[src/rtl/dcache_tag_ctrl_if.sv]
// Bus between the dcache tag sequencer and its CPU port, tag FIFO and line-memory engine.
// master = the sequencer itself, slave = the surrounding environment.
`ifndef TAG_XLEN
`define TAG_XLEN 20
`endif

interface dcache_tag_ctrl_if #(
  parameter int DP = 4,
  parameter int TW = `TAG_XLEN
);
  localparam int AW = $clog2(DP);

  logic          cpu_req;
  logic          cpu_we;
  logic [TW-1:0] cpu_tag;
  logic          cpu_busy;
  logic          cpu_ack;
  logic          flush_req;
  logic          tag_flush;
  logic          tag_wr;
  logic          tag_uwr;
  logic [AW-1:0] tag_uptr;
  logic [TW+1:0] tag_wdata;
  logic [TW-1:0] tag_cmp_data;
  logic [DP-1:0] tag_hit;
  logic [AW-1:0] tag_hindex;
  logic          tag_hdirty;
  logic [TW-1:0] tag_ctag;
  logic          tag_cdirty;
  logic          tag_full;
  logic          wb_req;
  logic          wb_ack;
  logic [TW-1:0] wb_tag;
  logic          rf_req;
  logic          rf_ack;
  logic [TW-1:0] rf_tag;

  modport master (
    input  cpu_req, cpu_we, cpu_tag, flush_req,
    input  tag_hit, tag_hindex, tag_hdirty, tag_ctag, tag_cdirty, tag_full,
    input  wb_ack, rf_ack,
    output cpu_busy, cpu_ack, tag_flush, tag_wr, tag_uwr, tag_uptr, tag_wdata,
    output tag_cmp_data, wb_req, wb_tag, rf_req, rf_tag
  );

  modport slave (
    output cpu_req, cpu_we, cpu_tag, flush_req,
    output tag_hit, tag_hindex, tag_hdirty, tag_ctag, tag_cdirty, tag_full,
    output wb_ack, rf_ack,
    input  cpu_busy, cpu_ack, tag_flush, tag_wr, tag_uwr, tag_uptr, tag_wdata,
    input  tag_cmp_data, wb_req, wb_tag, rf_req, rf_tag
  );
endinterface

[src/rtl/dcache_tag_ctrl.sv]
// Dcache tag FIFO sequencer: one CPU lookup at a time, hit/update, or
// victim writeback + refill + install on a miss.
`ifndef TAG_XLEN
`define TAG_XLEN 20
`endif

module dcache_tag_ctrl #(
  parameter int DP = 4,
  parameter int TW = `TAG_XLEN
) (
  input logic               clk,
  input logic               reset,
  dcache_tag_ctrl_if.master bus
);
  localparam int AW = $clog2(DP);

  typedef enum logic [2:0] {
    IDLE,
    LOOKUP,
    WBACK,
    REFILL,
    FILL,
    UPDATE
  } state_t;

  state_t        state, nstate;
  logic [TW-1:0] req_tag;
  logic          req_we;
  logic [TW-1:0] vic_tag;
  logic [AW-1:0] upd_idx;
  logic          accept, ld_vic, ld_idx;

  always_ff @(posedge clk) begin
    if (reset) begin
      state   <= IDLE;
      req_tag <= '0;
      req_we  <= 1'b0;
      vic_tag <= '0;
      upd_idx <= '0;
    end else begin
      state <= nstate;
      if (accept) begin
        req_tag <= bus.cpu_tag;
        req_we  <= bus.cpu_we;
      end
      if (ld_vic) vic_tag <= bus.tag_ctag;
      if (ld_idx) upd_idx <= bus.tag_hindex;
    end
  end

  assign bus.cpu_busy     = (state != IDLE);
  assign bus.tag_cmp_data = req_tag;
  assign bus.rf_tag       = req_tag;
  assign bus.wb_tag       = vic_tag;
  assign bus.tag_uptr     = upd_idx;

  // Strobes are suppressed while reset is high so an abandoned op never acks or writes.
  always_comb begin
    nstate        = state;
    accept        = 1'b0;
    ld_vic        = 1'b0;
    ld_idx        = 1'b0;
    bus.cpu_ack   = 1'b0;
    bus.tag_flush = 1'b0;
    bus.tag_wr    = 1'b0;
    bus.tag_uwr   = 1'b0;
    bus.tag_wdata = '0;
    bus.wb_req    = 1'b0;
    bus.rf_req    = 1'b0;
    if (!reset) begin
      unique case (state)
        IDLE: begin
          if (bus.flush_req) begin
            bus.tag_flush = 1'b1;
          end else if (bus.cpu_req) begin
            accept = 1'b1;
            nstate = LOOKUP;
          end
        end
        LOOKUP: begin
          if (|bus.tag_hit) begin
            if (!req_we || bus.tag_hdirty) begin
              bus.cpu_ack = 1'b1;
              nstate      = IDLE;
            end else begin
              ld_idx = 1'b1;
              nstate = UPDATE;
            end
          end else if (bus.tag_full && bus.tag_cdirty) begin
            ld_vic = 1'b1;
            nstate = WBACK;
          end else begin
            nstate = REFILL;
          end
        end
        WBACK: begin
          bus.wb_req = 1'b1;
          if (bus.wb_ack) nstate = REFILL;
        end
        REFILL: begin
          bus.rf_req = 1'b1;
          if (bus.rf_ack) nstate = FILL;
        end
        FILL: begin
          bus.tag_wr    = 1'b1;
          bus.tag_wdata = {1'b1, req_we, req_tag};
          bus.cpu_ack   = 1'b1;
          nstate        = IDLE;
        end
        UPDATE: begin
          bus.tag_uwr   = 1'b1;
          bus.tag_wdata = {2'b11, req_tag};
          bus.cpu_ack   = 1'b1;
          nstate        = IDLE;
        end
        default: nstate = IDLE;
      endcase
    end
  end
endmodule

[src/flat_wrapper.sv]
// flat-port wrapper written by rule: the top's interface ports become plain ports
module dcache_tag_ctrl_flat 
#(
  parameter int DP = 4,
  parameter int TW = `TAG_XLEN
)
  (clk, reset, bus_cpu_req, bus_cpu_we, bus_cpu_tag, bus_flush_req, bus_tag_hit, bus_tag_hindex, bus_tag_hdirty, bus_tag_ctag, bus_tag_cdirty, bus_tag_full, bus_wb_ack, bus_rf_ack, bus_cpu_busy, bus_cpu_ack, bus_tag_flush, bus_tag_wr, bus_tag_uwr, bus_tag_uptr, bus_tag_wdata, bus_tag_cmp_data, bus_wb_req, bus_wb_tag, bus_rf_req, bus_rf_tag);
  dcache_tag_ctrl_if #(.DP(DP), .TW(TW)) bus_i ();
  input logic clk;
  input logic reset;
  input wire logic [$bits(bus_i.cpu_req)-1:0] bus_cpu_req;
  input wire logic [$bits(bus_i.cpu_we)-1:0] bus_cpu_we;
  input wire logic [$bits(bus_i.cpu_tag)-1:0] bus_cpu_tag;
  input wire logic [$bits(bus_i.flush_req)-1:0] bus_flush_req;
  input wire logic [$bits(bus_i.tag_hit)-1:0] bus_tag_hit;
  input wire logic [$bits(bus_i.tag_hindex)-1:0] bus_tag_hindex;
  input wire logic [$bits(bus_i.tag_hdirty)-1:0] bus_tag_hdirty;
  input wire logic [$bits(bus_i.tag_ctag)-1:0] bus_tag_ctag;
  input wire logic [$bits(bus_i.tag_cdirty)-1:0] bus_tag_cdirty;
  input wire logic [$bits(bus_i.tag_full)-1:0] bus_tag_full;
  input wire logic [$bits(bus_i.wb_ack)-1:0] bus_wb_ack;
  input wire logic [$bits(bus_i.rf_ack)-1:0] bus_rf_ack;
  output wire logic [$bits(bus_i.cpu_busy)-1:0] bus_cpu_busy;
  output wire logic [$bits(bus_i.cpu_ack)-1:0] bus_cpu_ack;
  output wire logic [$bits(bus_i.tag_flush)-1:0] bus_tag_flush;
  output wire logic [$bits(bus_i.tag_wr)-1:0] bus_tag_wr;
  output wire logic [$bits(bus_i.tag_uwr)-1:0] bus_tag_uwr;
  output wire logic [$bits(bus_i.tag_uptr)-1:0] bus_tag_uptr;
  output wire logic [$bits(bus_i.tag_wdata)-1:0] bus_tag_wdata;
  output wire logic [$bits(bus_i.tag_cmp_data)-1:0] bus_tag_cmp_data;
  output wire logic [$bits(bus_i.wb_req)-1:0] bus_wb_req;
  output wire logic [$bits(bus_i.wb_tag)-1:0] bus_wb_tag;
  output wire logic [$bits(bus_i.rf_req)-1:0] bus_rf_req;
  output wire logic [$bits(bus_i.rf_tag)-1:0] bus_rf_tag;
  assign bus_i.cpu_req = bus_cpu_req;
  assign bus_i.cpu_we = bus_cpu_we;
  assign bus_i.cpu_tag = bus_cpu_tag;
  assign bus_i.flush_req = bus_flush_req;
  assign bus_i.tag_hit = bus_tag_hit;
  assign bus_i.tag_hindex = bus_tag_hindex;
  assign bus_i.tag_hdirty = bus_tag_hdirty;
  assign bus_i.tag_ctag = bus_tag_ctag;
  assign bus_i.tag_cdirty = bus_tag_cdirty;
  assign bus_i.tag_full = bus_tag_full;
  assign bus_i.wb_ack = bus_wb_ack;
  assign bus_i.rf_ack = bus_rf_ack;
  assign bus_cpu_busy = bus_i.cpu_busy;
  assign bus_cpu_ack = bus_i.cpu_ack;
  assign bus_tag_flush = bus_i.tag_flush;
  assign bus_tag_wr = bus_i.tag_wr;
  assign bus_tag_uwr = bus_i.tag_uwr;
  assign bus_tag_uptr = bus_i.tag_uptr;
  assign bus_tag_wdata = bus_i.tag_wdata;
  assign bus_tag_cmp_data = bus_i.tag_cmp_data;
  assign bus_wb_req = bus_i.wb_req;
  assign bus_wb_tag = bus_i.wb_tag;
  assign bus_rf_req = bus_i.rf_req;
  assign bus_rf_tag = bus_i.rf_tag;
  dcache_tag_ctrl #(.DP(DP), .TW(TW)) u_core (.clk(clk), .reset(reset), .bus(bus_i));
endmodule
[config.mk]
export PLATFORM = sky130hd
export DESIGN_NAME = dcache_tag_ctrl_flat
export DESIGN_NICKNAME = d
export VERILOG_FILES = /design/src/rtl/dcache_tag_ctrl_if.sv /design/src/rtl/dcache_tag_ctrl.sv /design/src/flat_wrapper.sv
export SDC_FILE = /design/constraint.sdc
export NUM_CORES = 1
export LEC_CHECK = 0
export BUFFER_PORTS_ARGS = -buffer_cell sky130_fd_sc_hd__buf_2
export CORE_ASPECT_RATIO = 0.7
export CORE_MARGIN = 1.5
export CORE_UTILIZATION = 35
export CTS_BUF_LIST = sky130_fd_sc_hd__clkbuf_8
export DETAILED_ROUTE_END_ITERATION = 16
export PLACE_DENSITY = 0.72
export SLEW_MARGIN = 40
export SYNTH_ARGS = -nofsm -noshare
export SYNTH_HDL_FRONTEND = slang
export SYNTH_SLANG_ARGS = --single-unit
export TNS_END_PERCENT = 30
[constraint.sdc]
create_clock -name clk -period 1.9 [get_ports clk]
set_input_delay 0.57 -clock clk [delete_from_list [all_inputs] [get_ports clk]]
set_output_delay 0.57 -clock clk [all_outputs]
set_load 0.01 [all_outputs]
Yosys cells after proc, flatten, opt, wreduce, memory -nomap -nowiden
Cells that the tools add are included.
{ "totals": {"regBits": 46, "output_inout_bits": 91, "wordCells": 59} }
{ "classes": {"n_eq_ne": 9, "n_mux": 37, "reduce_logical": 8} }
{ "op_table": {"columns": ["cell", "n"], "rows": [
  ["one-hot mux 22 bit (2 select lines)", 1],
  ["two-way mux 1 bit", 27],
  ["two-way mux 22 bit", 1],
  ["two-way mux 3 bit", 6],
  ["one-hot mux 3 bit (4 select lines)", 1],
  ["inequality test 2 bit (second input constant)", 4],
  ["equality test 3 x 2 -> 1 bit (second input constant)", 2],
  ["equality test 3 bit (second input constant)", 2],
  ["AND reduction 4 bit", 1],
  ["OR reduction 4 bit", 1],
  ["equality test 3 x 1 -> 1 bit (second input constant)", 1],
  ["logical NOT 3 bit", 1],
  ["nonzero test 3 bit", 1],
  ["one-hot mux 1 bit (2 select lines)", 1],
  ["OR reduction 2 bit", 1],
  ["logical AND 1 bit", 1],
  ["logical NOT 1 bit", 1],
  ["logical OR 1 bit", 1]
]} }

Logic depth before layout (Yosys ltp)
Gate-level depths: netlist of the first run.
{ "depth": {"depth_word": 6, "ltp_mapped": 5} }

Worst setup path after synthesis of the first run
No wires, ideal clock.
{ "synth_timing": {"path_type": "input to output", "from": "in bus_tag_hit[1]", "to": "out bus_cpu_ack", "t_arrival_ps": 1361, "required_time_ps": 1330, "slack_ps": -31, "stages": 3, "path_buffers": 0, "cell_sequence": "or4_4 > a31oi_1 > nor3_1"} }
{ "synth_between": {"elab_chain_cells": 4} }
{ "synth_rtl": {"columns": ["item", "line_no", "source"], "rows": [
  ["start: declaration", "flat_wrapper.sv:15", "input wire logic [$bits(bus_i.tag_hit)-1:0] bus_tag_hit;"],
  ["OR reduction 4 bit", "dcache_tag_ctrl.sv:81", "if (|bus.tag_hit) begin"],
  ["two-way mux 1 bit", "dcache_tag_ctrl.sv:81", null],
  ["one-hot mux 1 bit (2 select lines)", "dcache_tag_ctrl.sv:71", "unique case (state)"],
  ["two-way mux 1 bit", "dcache_tag_ctrl.sv:70", "if (!reset) begin"],
  ["end: declaration", "flat_wrapper.sv:24", "output wire logic [$bits(bus_i.cpu_ack)-1:0] bus_cpu_ack;"]
]} }
No other way between the ends.

Final worst setup path of the first run
{ "layout_timing": {"from": "in bus_tag_hit[2]", "to": "out bus_cpu_ack"} }
The elaborated chain is that of the path after synthesis.

==> Flow_metrics.wiki, run 1 <==
{| class="wikitable"
! Metric !! Value
|-
| Number of warnings issued by yosys || 0
|-
| Initial standard-cell utilization of the core || 0.374
|-
| Core ar. || 0.00640 mm^2
|-
| Violation count after the first detailed-routing iteration || just over 60
|-
| Final count of hold timing violations || 0
|-
| Final setup TNS || -0.221 ns
|-
| Total of endpoints with negative setup slack in the final report || 1
|-
| Clock net sink count || 46
|-
| Gr usage total || 0.161
|-
| Most congested layer reported by global routing || met2
|-
| Finished Layout Cells || 472
|-
| Commonest non-fill, non-tap cell in the layout || sky130_fd_sc_hd__buf_2
|-
| EDFF count, synth || 0
|-
| Largest net degree at the start of global routing || 38
|-
| Standard-cell rows || 24
|-
| Sort of element at the end of the critical path || primary output
|-
| Grt total ovfl || 0
|-
| Final critical path time including I/O delays and setup || between 2 and 2.5 ns
|-
| Antenna diodes || 0
|-
| Post-route clock period utilization || 1.12
|-
| Commonest non-fill, non-tap cells in the layout || sky130_fd_sc_hd__buf_2, sky130_fd_sc_hd__nand2b_1, sky130_fd_sc_hd__dfxtp_1
|-
| Final setup margin || -0.221 ns
|-
| Seq/Total Area, Yosys || 0.385
|-
| Crit Path Category || input pin to primary output
|-
| Final WL || approximately 6 mm
|-
| Post-layout total power || 1.92 mW
|-
| Violations in the final reports || negative setup slack
|-
| Gate Count Post-Synth || approximately 250
|-
| Most used flip-flop cell after synthesis || sky130_fd_sc_hd__dfxtp_1
|-
| Highest Clock Rate || roughly 0.47 GHz
|-
| CTS Hold Bufs || 0
|-
| Slowest-stage cell, CP || sky130_fd_sc_hd__or4_4
|-
| Average vias per placed instance || about 4.5
|-
| Number of buffers inserted by port buffering || about 150
|-
| Startpoint of the worst hold path || u_core.bus.wb_tag[5]
|-
| Detailed Routing Iterations Pass 1 || 4
|-
| Share of async-settable or async-resettable flops after synthesis || 0
|-
| Ordered list of cells on the worst path || buf_6, or4_4, a31oi_2, nor3_1, buf_2
|-
| Critical Path Start Type || input pin
|-
| Root Buffer Master || sky130_fd_sc_hd__clkbuf_8
|-
| Height of the die || a little over 70 um
|-
| Max-cap viol count || 0
|-
| WHS Path Cells || 2
|-
| Fraction of layout cells with a size suffix above 1 || 0.533
|-
| Average wire length per cell after detail routing || 12.7 um
|-
| Global Route met3 Usage || 0.0385
|-
| Clock latency on the worst-skew pair || ~0.29 ns
|-
| Final worst clock skew || around 0.007 ns
|-
| #FFs+latches synth || 46
|-
| Global placement routability congestion || around 0.74
|-
| Antenna violations before repair || 0
|-
| Final cell utilization of the core || 0.515
|-
| Launch point of the worst reg-to-reg path || u_core.state[1]
|-
| Layout area overhead || 37.9%
|-
| Clock-pin slew reported for the worst setup and hold paths after clock tree synthesis || 0.08 ns
|-
| Slew Limit Fails || 0
|-
| Post-route worst hold slack || around 0.47 ns
|-
| Clock tree from TritonCTS || yes
|-
| RSZ-0062 raised after global routing || true
|-
| Synth Net Count || between 300 and 400
|-
| Worst IR Drop VDD || between 200 and 300 uV
|-
| Final HPWL from detailed placement || 4.32 mm
|-
| Maximum root-to-sink buffer count || 2
|-
| Startpoint of the most critical setup path || bus_tag_hit[2]
|-
| Largest stage delay on the critical path || 0.53 ns
|-
| Hold Path Class || flop to flop
|-
| Horizontal extent of the die || ~100 um
|-
| Via count || 2117
|-
| Distinct cells, synth || 31
|-
| Cell count after placement || 460
|-
| DRC viols || 0
|-
| Depth of the most critical reg-to-reg path || 4
|-
| CTS HTree Levels || 2
|-
| Crit path DAT || about 1.6 ns
|-
| Total clock buffers created by CTS || 5
|-
| Top fanout value on the critical path || 2
|-
| Cell Area, Synth || about 0.0024 mm^2
|-
| Wire length of the first global-routing pass || roughly 9.5 mm
|-
| Pwr dens || 583 mW/mm^2
|-
| Vias in the first global route || between 2000 and 2500
|-
| Mean instance size in the synthesized netlist || between 9 and 10 um^2
|-
| Req. time, crit path || around 1.3 ns
|-
| Leak || roughly 1.7 nW
|-
| ANT nets after route || 0
|-
| Outcome || finished, violations left
|-
| Number of I/O pins || approximately 150
|-
| Max-slew headroom || 0.703
|-
| Worst-margin pin slew || approximately 0.44 ns
|-
| Area of the die || ~0.0073 mm^2
|-
| Met2 capacity usage during global routing || 0.282
|-
| Grt met1 use || 0.199
|-
| Number of nets in the finished design || between 400 and 500
|}
[routing by layer]
| metal | routed length (um) | part of all wire | vias to the layer above |
|---|---|---|---|
| li1 | - | - | 1073 |
| met1 | 2770 | 0.46 | 969 |
| met2 | 2790 | 0.46 | 73 |
| met3 | 411 | 0.068 | 2 |
| met4 | 35 | 0.0058 | 0 |
| met5 | 0 | 0 | - |
[worst max-delay path, delay by kind of cell]
| kind | cells | cell delay (ns) |
|---|---|---|
| AO/OA/AOI/OAI | 1 | 0.14 |
| AND/OR/NAND/NOR | 2 | 0.60 |
| buffers and inverters | 2 | 0.23 |
[layout make-up]
type                    count  area [um^2]
clock inverters             2         8.76
fillers                   622         3100
clock buffers               6         82.6
flip-flops and latches     46          925
well taps                  91          114
multi-input cells         163         1260
inverters                   1         3.75
repair buffers            163          903
[logic make-up (layout without fill, tap and decap cells)]
group                  count (synthesis)  in the layout  synth area share
flip-flops                            46             46             0.385
buffers and inverters                 39            172             0.100
AO/OA/AOI/OAI                          7              7            0.0236
AND/OR/NAND/NOR                      113            113             0.300
multiplexers                          43             43             0.191
[state kept, by name (all words and copies together), names as in the netlist]
name,count
u_core.bus.tag_uptr,2
u_core.req_we,1
u_core.bus.rf_tag,20
u_core.state,3
u_core.bus.wb_tag,20
[stage by stage]
stage,cell area [um^2],setup WS [ns]
floorplan,2390,-0.0312
global placement,3120,-0.251
detailed placement,3120,-0.306
CTS,3260,-0.233
global route,3290,-0.260
finish,3290,-0.221
[where the power goes]
part	total [mW]	leakage (nW)	internal, mW	switching, mW
Combinational	0.297	1.30	0.165	0.133
Sequential	1.01	0.374	0.991	0.0241
Clock	0.610	0.0524	0.289	0.321
[synth_stat cells (2+ instances only)]
cell type / number / area share
sky130_fd_sc_hd__nor2b_1: 23 / 0.060
sky130_fd_sc_hd__buf_2: 2 / 0.0042
sky130_fd_sc_hd__nand2_1: 4 / 0.0063
sky130_fd_sc_hd__buf_6: 2 / 0.0094
sky130_fd_sc_hd__mux2i_1: 22 / 0.092
sky130_fd_sc_hd__mux2_2: 21 / 0.099
sky130_fd_sc_hd__nor2_1: 4 / 0.0063
sky130_fd_sc_hd__buf_4: 20 / 0.063
sky130_fd_sc_hd__dfxtp_1: 46 / 0.39
sky130_fd_sc_hd__and3_1: 22 / 0.058
sky130_fd_sc_hd__clkbuf_1: 14 / 0.022
sky130_fd_sc_hd__nor3_1: 3 / 0.0063
sky130_fd_sc_hd__or3_1: 2 / 0.0052
sky130_fd_sc_hd__nand2b_1: 46 / 0.12
[worst paths after layout]
kind                           to  slack [ns]
max                   bus_cpu_ack       -0.22
min          u_core.bus.wb_tag[5]        0.47
max reg2reg       u_core.state[0]        0.33
min reg2reg  u_core.bus.wb_tag[5]        0.47
[repair_timing]
item,4_1_cts,5_1_grt
pin swaps,3,1
gates cloned,1,1
endpoints found under the setup margin,21,26
gates resized for setup,6,10
buffers inserted,2,0
Note: power is estimated with default switching activity, not from simulation.
==> run 2, diff against run 1 <==
Settings changed: RECOVER_POWER set to 100.
==> run 2 against run 1 <==
Against the previous run: the run still ends with negative setup slack left; clock skew is essentially flat; clock power is essentially flat; critical endpoint unchanged; via count grew 0.33%; combinational power shrank 5%; critical path depth is the same; cell area shrank 3.0%; wire length shrank 0.20%; setup slack gained 0.0012 ns; count of clock-buffer cells in the layout is the same; hold slack gained 0.0012 ns; cell count is the same.
==> Flow_metrics.wiki, run 2 (synthesized netlist as in run 1, its figures left out) <==
{| class="wikitable"
! Metric !! Value
|-
| Post-route clock period utilization || 1.12
|-
| Antenna violations before repair || 0
|-
| Maximum root-to-sink buffer count || 2
|-
| Internal power component || approximately 1.4 mW
|-
| Power share of the clock group || 0.320
|-
| Final cell utilization of the core || 0.500
|-
| Placed inst area || between 0.003 and 0.004 mm^2
|-
| Final worst clock skew || 0.00684 ns
|-
| Sort of element at the end of the critical path || primary output
|-
| ANT nets after route || 0
|-
| Average wire length per cell after detail routing || approximately 13 um
|-
| Clock tree from TritonCTS || yes
|-
| Gr usage total || 0.161
|-
| Number of nets in the finished design || 436
|-
| Grt total ovfl || 0
|-
| Leak || between 1 and 1.5 nW
|-
| Clock latency on the worst-skew pair || between 0.2 and 0.3 ns
|-
| Clock net sink count || 46
|-
| Crit path DAT || 1.55 ns
|-
| Worst IR Drop VDD || around 280 uV
|-
| Final setup margin || -0.220 ns
|-
| WHS Path Cells || 2
|-
| CTS HTree Levels || 2
|-
| Violation count after the first detailed-routing iteration || 52
|-
| Number of buffers inserted by port buffering || between 100 and 150
|-
| Startpoint of the worst hold path || u_core.bus.wb_tag[15]
|-
| Total clock buffers created by CTS || 5
|-
| Crit Path Category || input pin to primary output
|-
| Launch point of the worst reg-to-reg path || u_core.state[0]
|-
| Violations in the final reports || negative setup slack
|-
| Max-slew headroom || 0.554
|-
| Final HPWL from detailed placement || around 4.3 mm
|-
| Critical Path Start Type || input pin
|-
| Depth of the most critical reg-to-reg path || 4
|-
| Post-layout total power || 1.91 mW
|-
| Register-to-register setup slack || 0.30 ns
|-
| Final design instance area without fill || around 0.0032 mm^2
|-
| Finished Layout Cells || 472
|-
| Worst setup timing slack at the placement stage || -0.306 ns
|-
| Top fanout value on the critical path || 2
|-
| Outcome || finished, violations left
|-
| Total of endpoints with negative setup slack in the final report || 3
|-
| Worst-margin pin slew || roughly 0.67 ns
|-
| Slew Limit Fails || 0
|-
| Final critical path time including I/O delays and setup || roughly 2.1 ns
|-
| Commonest non-fill, non-tap cell in the layout || sky130_fd_sc_hd__buf_2
|-
| Cell count after placement || between 400 and 500
|-
| Clock-pin slew reported for the worst setup and hold paths after clock tree synthesis || around 0.08 ns
|-
| DRC viols || 0
|-
| Height of the die || ~72 um
|-
| RSZ-0062 raised after global routing || true
|-
| Commonest non-fill, non-tap cells in the layout || sky130_fd_sc_hd__buf_2, sky130_fd_sc_hd__clkbuf_1, sky130_fd_sc_hd__nand2b_1
|-
| Max-cap viol count || 0
|-
| Root Buffer Master || sky130_fd_sc_hd__clkbuf_8
|-
| Core ar. || roughly 0.0064 mm^2
|-
| Largest net degree at the start of global routing || 38
|-
| Hold EP || u_core.bus.wb_tag[15]
|-
| Terminus of the critical flop-to-flop path || u_core.bus.wb_tag[6]
|-
| Highest Clock Rate || 0.472 GHz
|-
| Switching pwr || roughly 480 uW
|-
| Wire length of the first global-routing pass || roughly 9.5 mm
|-
| Average vias per placed instance || 4.50
|-
| Req. time, crit path || ~1.3 ns
|-
| Number of I/O pins || 147
|-
| Via count || ~2100
|-
| Pwr dens || between 500 and 600 mW/mm^2
|-
| Area of the die || about 0.0073 mm^2
|-
| Standard-cell rows || 24
|-
| Final WL || 5.99 mm
|-
| Vias in the first global route || approximately 2100
|-
| Layout area overhead || 33.8%
|-
| Detailed Routing Iterations Pass 1 || 4
|-
| Hold Path Class || flop to flop
|-
| Fraction of layout cells with a size suffix above 1 || 0.362
|-
| Antenna diodes || 0
|-
| Proportion of total power due to net switching || 0.251
|-
| Post-route worst hold slack || between 0.4 and 0.5 ns
|-
| CTS Hold Bufs || 0
|-
| Combinational share of power || 0.148
|-
| Final count of hold timing violations || 0
|-
| Horizontal extent of the die || slightly above 100 um
|-
| Initial standard-cell utilization of the core || 0.374
|-
| Final setup TNS || -0.229 ns
|-
| Power share of the sequential group || 0.533
|-
| Global placement routability congestion || approximately 0.74
|}
-- run 2: worst max-delay path by stage --
stage                         startpoint  cells past startpoint     endpoint
after global routing      bus_tag_hit[2]                      5  bus_cpu_ack
after global placement    bus_tag_hit[1]                      5  bus_cpu_ack
after CTS                 bus_tag_hit[2]                      5  bus_cpu_ack
after detailed placement  bus_tag_hit[1]                      5  bus_cpu_ack
final                     bus_tag_hit[2]                      5  bus_cpu_ack
after floorplan           bus_tag_hit[1]                      3  bus_cpu_ack
-- run 2: power groups by stage --
stage	clock network [mW]	logic [mW]	registers, mW
3_3_place_gp	0	0.276	1.04
2_1_floorplan	0	0.163	1.05
5_1_grt	0.676	0.309	1.02
4_1_cts	0.646	0.292	1.02
6_report	0.610	0.282	1.02
3_5_place_dp	0	0.282	1.04
-- run 2: repair_timing --
action / in CTS / in global routing
gates cloned: 1 / 1
gates resized for setup: 6 / 10
setup endpoints to repair: 21 / 26
pin swaps: 3 / 1
setup buffers: 2 / 0
-- run 2: final cells by class --
cell class | instances | area [um^2]
clock buffers | 6 | 82.6
multi-input cells | 163 | 1260
clock inverters | 2 | 8.76
flip-flops and latches | 46 | 925
well taps | 91 | 114
fillers | 660 | 3200
repair buffers | 163 | 806
inverters | 1 | 3.75
-- run 2: per-layer routing --
| layer | up-vias | wire [um] | track usage |
|---|---|---|---|
| li1 | 1075 | - | - |
| met1 | 969 | 2740 | 0.199 |
| met5 | - | 0 | 0 |
| met3 | 2 | 435 | 0.0385 |
| met2 | 78 | 2790 | 0.282 |
| met4 | 0 | 35 | 0.0417 |
-- run 2: worst max-delay path: stages --
cell and delay [ns]:
sky130_fd_sc_hd__buf_6 0.09, sky130_fd_sc_hd__or4_4 0.53, sky130_fd_sc_hd__a31oi_2 0.14, sky130_fd_sc_hd__nor3_1 0.07, sky130_fd_sc_hd__buf_2 0.14
==> run 3, diff against run 2 <==
Settings changed: BUFFER_PORTS_ARGS -buffer_cell sky130_fd_sc_hd__buf_2 to -buffer_cell sky130_fd_sc_hd__buf_4.
==> run 3 against run 2 <==
Against the previous run: the run still ends with negative setup slack left; sequential cell count unchanged; clock skew down 0.00054 ns; die area unchanged; cell area is 5.2% higher; critical path type unchanged; critical endpoint unchanged; largest power group unchanged.
==> Flow_metrics.wiki, run 3 (synthesized netlist as in run 1, its figures left out) <==
{| class="wikitable"
! Metric !! Value
|-
| Hold Path Class || flop to flop
|-
| Global placement routability congestion || slightly above 0.7
|-
| CTS HTree Levels || 2
|-
| Power share of the clock group || 0.314
|-
| Cell count after placement || about 460
|-
| Final worst clock skew || approximately 0.0063 ns
|-
| Final critical path time including I/O delays and setup || 2.15 ns
|-
| Initial standard-cell utilization of the core || 0.374
|-
| Via count || 2110
|-
| Layout area overhead || 40.8%
|-
| Commonest non-fill, non-tap cells in the layout || sky130_fd_sc_hd__buf_4, sky130_fd_sc_hd__clkbuf_1, sky130_fd_sc_hd__nand2b_1
|-
| Number of buffers inserted by port buffering || roughly 150
|-
| Final setup margin || -0.247 ns
|-
| Total of endpoints with negative setup slack in the final report || 6
|-
| Post-route clock period utilization || 1.13
|-
| Placed inst area || approximately 0.0035 mm^2
|-
| Gr usage total || 0.164
|-
| Leak || 1.48 nW
|-
| Max-cap viol count || 0
|-
| Commonest non-fill, non-tap cell in the layout || sky130_fd_sc_hd__buf_4
|-
| Sort of element at the end of the critical path || primary output
|-
| Wire length of the first global-routing pass || ~9.6 mm
|-
| Clock tree from TritonCTS || yes
|-
| RSZ-0062 raised after global routing || true
|-
| Max-slew headroom || 0.718
|-
| Slew Limit Fails || 0
|-
| Post-route worst hold slack || approximately 0.47 ns
|-
| Fill cell instance count of the final layout || between 600 and 700
|-
| Final HPWL from detailed placement || 4.69 mm
|-
| Internal power component || 1.45 mW
|-
| Top fanout value on the critical path || 2
|-
| Area used by multi-input combinational logic || roughly 0.0013 mm^2
|-
| Worst setup timing slack at the placement stage || -0.304 ns
|-
| Area of the die || between 0.007 and 0.008 mm^2
|-
| Grt total ovfl || 0
|-
| Clock net sink count || 46
|-
| Outcome || finished, violations left
|-
| Crit Path Category || input pin to primary output
|-
| Standard-cell rows || 24
|-
| Number of nets in the finished design || roughly 440
|-
| Height of the die || around 72 um
|-
| Highest Clock Rate || between 0.4 and 0.5 GHz
|-
| Req. time, crit path || about 1.3 ns
|-
| Finished Layout Cells || ~470
|-
| Maximum root-to-sink buffer count || 2
|-
| Fraction of layout cells with a size suffix above 1 || 0.361
|-
| Pwr dens || about 570 mW/mm^2
|-
| Slowest-stage cell, CP || sky130_fd_sc_hd__or4_4
|-
| Core ar. || 0.00640 mm^2
|-
| Worst-margin pin slew || approximately 0.42 ns
|-
| Violation count after the first detailed-routing iteration || 15
|-
| Root Buffer Master || sky130_fd_sc_hd__clkbuf_8
|-
| Final cell utilization of the core || 0.526
|-
| Final design instance area without fill || roughly 0.0034 mm^2
|-
| Antenna diodes || 0
|-
| Combinational share of power || 0.159
|-
| Average wire length per cell after detail routing || ~13 um
|-
| Final count of hold timing violations || 0
|-
| Number of I/O pins || ~150
|-
| Clock latency on the worst-skew pair || between 0.2 and 0.3 ns
|-
| Crit path DAT || 1.58 ns
|-
| Clock-pin slew reported for the worst setup and hold paths after clock tree synthesis || 0.08 ns
|-
| DRC viols || 0
|-
| Proportion of total power due to net switching || 0.245
|-
| Worst IR Drop VDD || between 200 and 300 uV
|-
| Critical Path Start Type || input pin
|-
| Average vias per placed instance || 4.48
|-
| Detailed Routing Iterations Pass 1 || 4
|-
| Vias in the first global route || ~2100
|-
| ANT nets after route || 0
|-
| Ordered list of cells on the worst path || buf_6, or4_4, a31oi_4, nor3_2, buf_4
|-
| Power share of the sequential group || 0.527
|-
| Sequential cell area || roughly 930 um^2
|-
| Largest stage delay on the critical path || between 0.5 and 0.6 ns
|-
| Final setup TNS || -0.746 ns
|-
| Antenna violations before repair || 0
|-
| Horizontal extent of the die || about 100 um
|-
| Largest net degree at the start of global routing || 38
|-
| CTS Hold Bufs || 0
|-
| Final WL || roughly 6.2 mm
|-
| Post-layout total power || roughly 1.9 mW
|-
| Switching pwr || 473 uW
|-
| Total clock buffers created by CTS || 5
|-
| Violations in the final reports || negative setup slack
|}
[run 3: layer usage]
layer	track usage	vias to the layer above	share of wire
met1	0.209	963	0.46
met2	0.284	77	0.48
met5	0	-	0
met3	0.0395	2	0.060
met4	0.0370	0	0.0057
li1	-	1068	-
[run 3: timing repair]
action | CTS | global route
gates cloned | 0 | 0
gates resized for setup | 9 | 0
buffers inserted | 1 | 0
pin swaps | 3 | 1
endpoints found under the setup margin | 25 | 27
[run 3: layout make-up]
type	instances	area share
multi-input combinational	163	0.372
timing repair buffer	162	0.290
sequential	46	0.275
tap	91	0.0338
clock buffer	6	0.0245
clock inverter	2	0.00260
inverter	1	0.00112
[run 3: path summary, 6_finish.rpt]
kind / from / end / slack (ns) / cells past startpoint
min: u_core.bus.wb_tag[12] / u_core.bus.wb_tag[12] / 0.47 / 2
max: bus_tag_hit[2] / bus_cpu_ack / -0.25 / 5
max reg2reg: u_core.state[1] / u_core.bus.rf_tag[14] / 0.18 / 5
min reg2reg: u_core.bus.wb_tag[12] / u_core.bus.wb_tag[12] / 0.47 / 2
[run 3: worst max-delay path: cells and delay by family]
family          cells  cell delay, ns
simple gates        2            0.62
compound gates      1            0.16
buf+inv             2            0.23
[run 3: power by group through the flow]
stage / clock, mW / combinational (mW) / sequential (mW)
floorplan: 0 / 0.163 / 1.05
global placement: 0 / 0.335 / 1.04
detailed placement: 0 / 0.342 / 1.04
CTS: 0.639 / 0.351 / 1.02
global route: 0.679 / 0.331 / 1.02
finish: 0.605 / 0.306 / 1.02
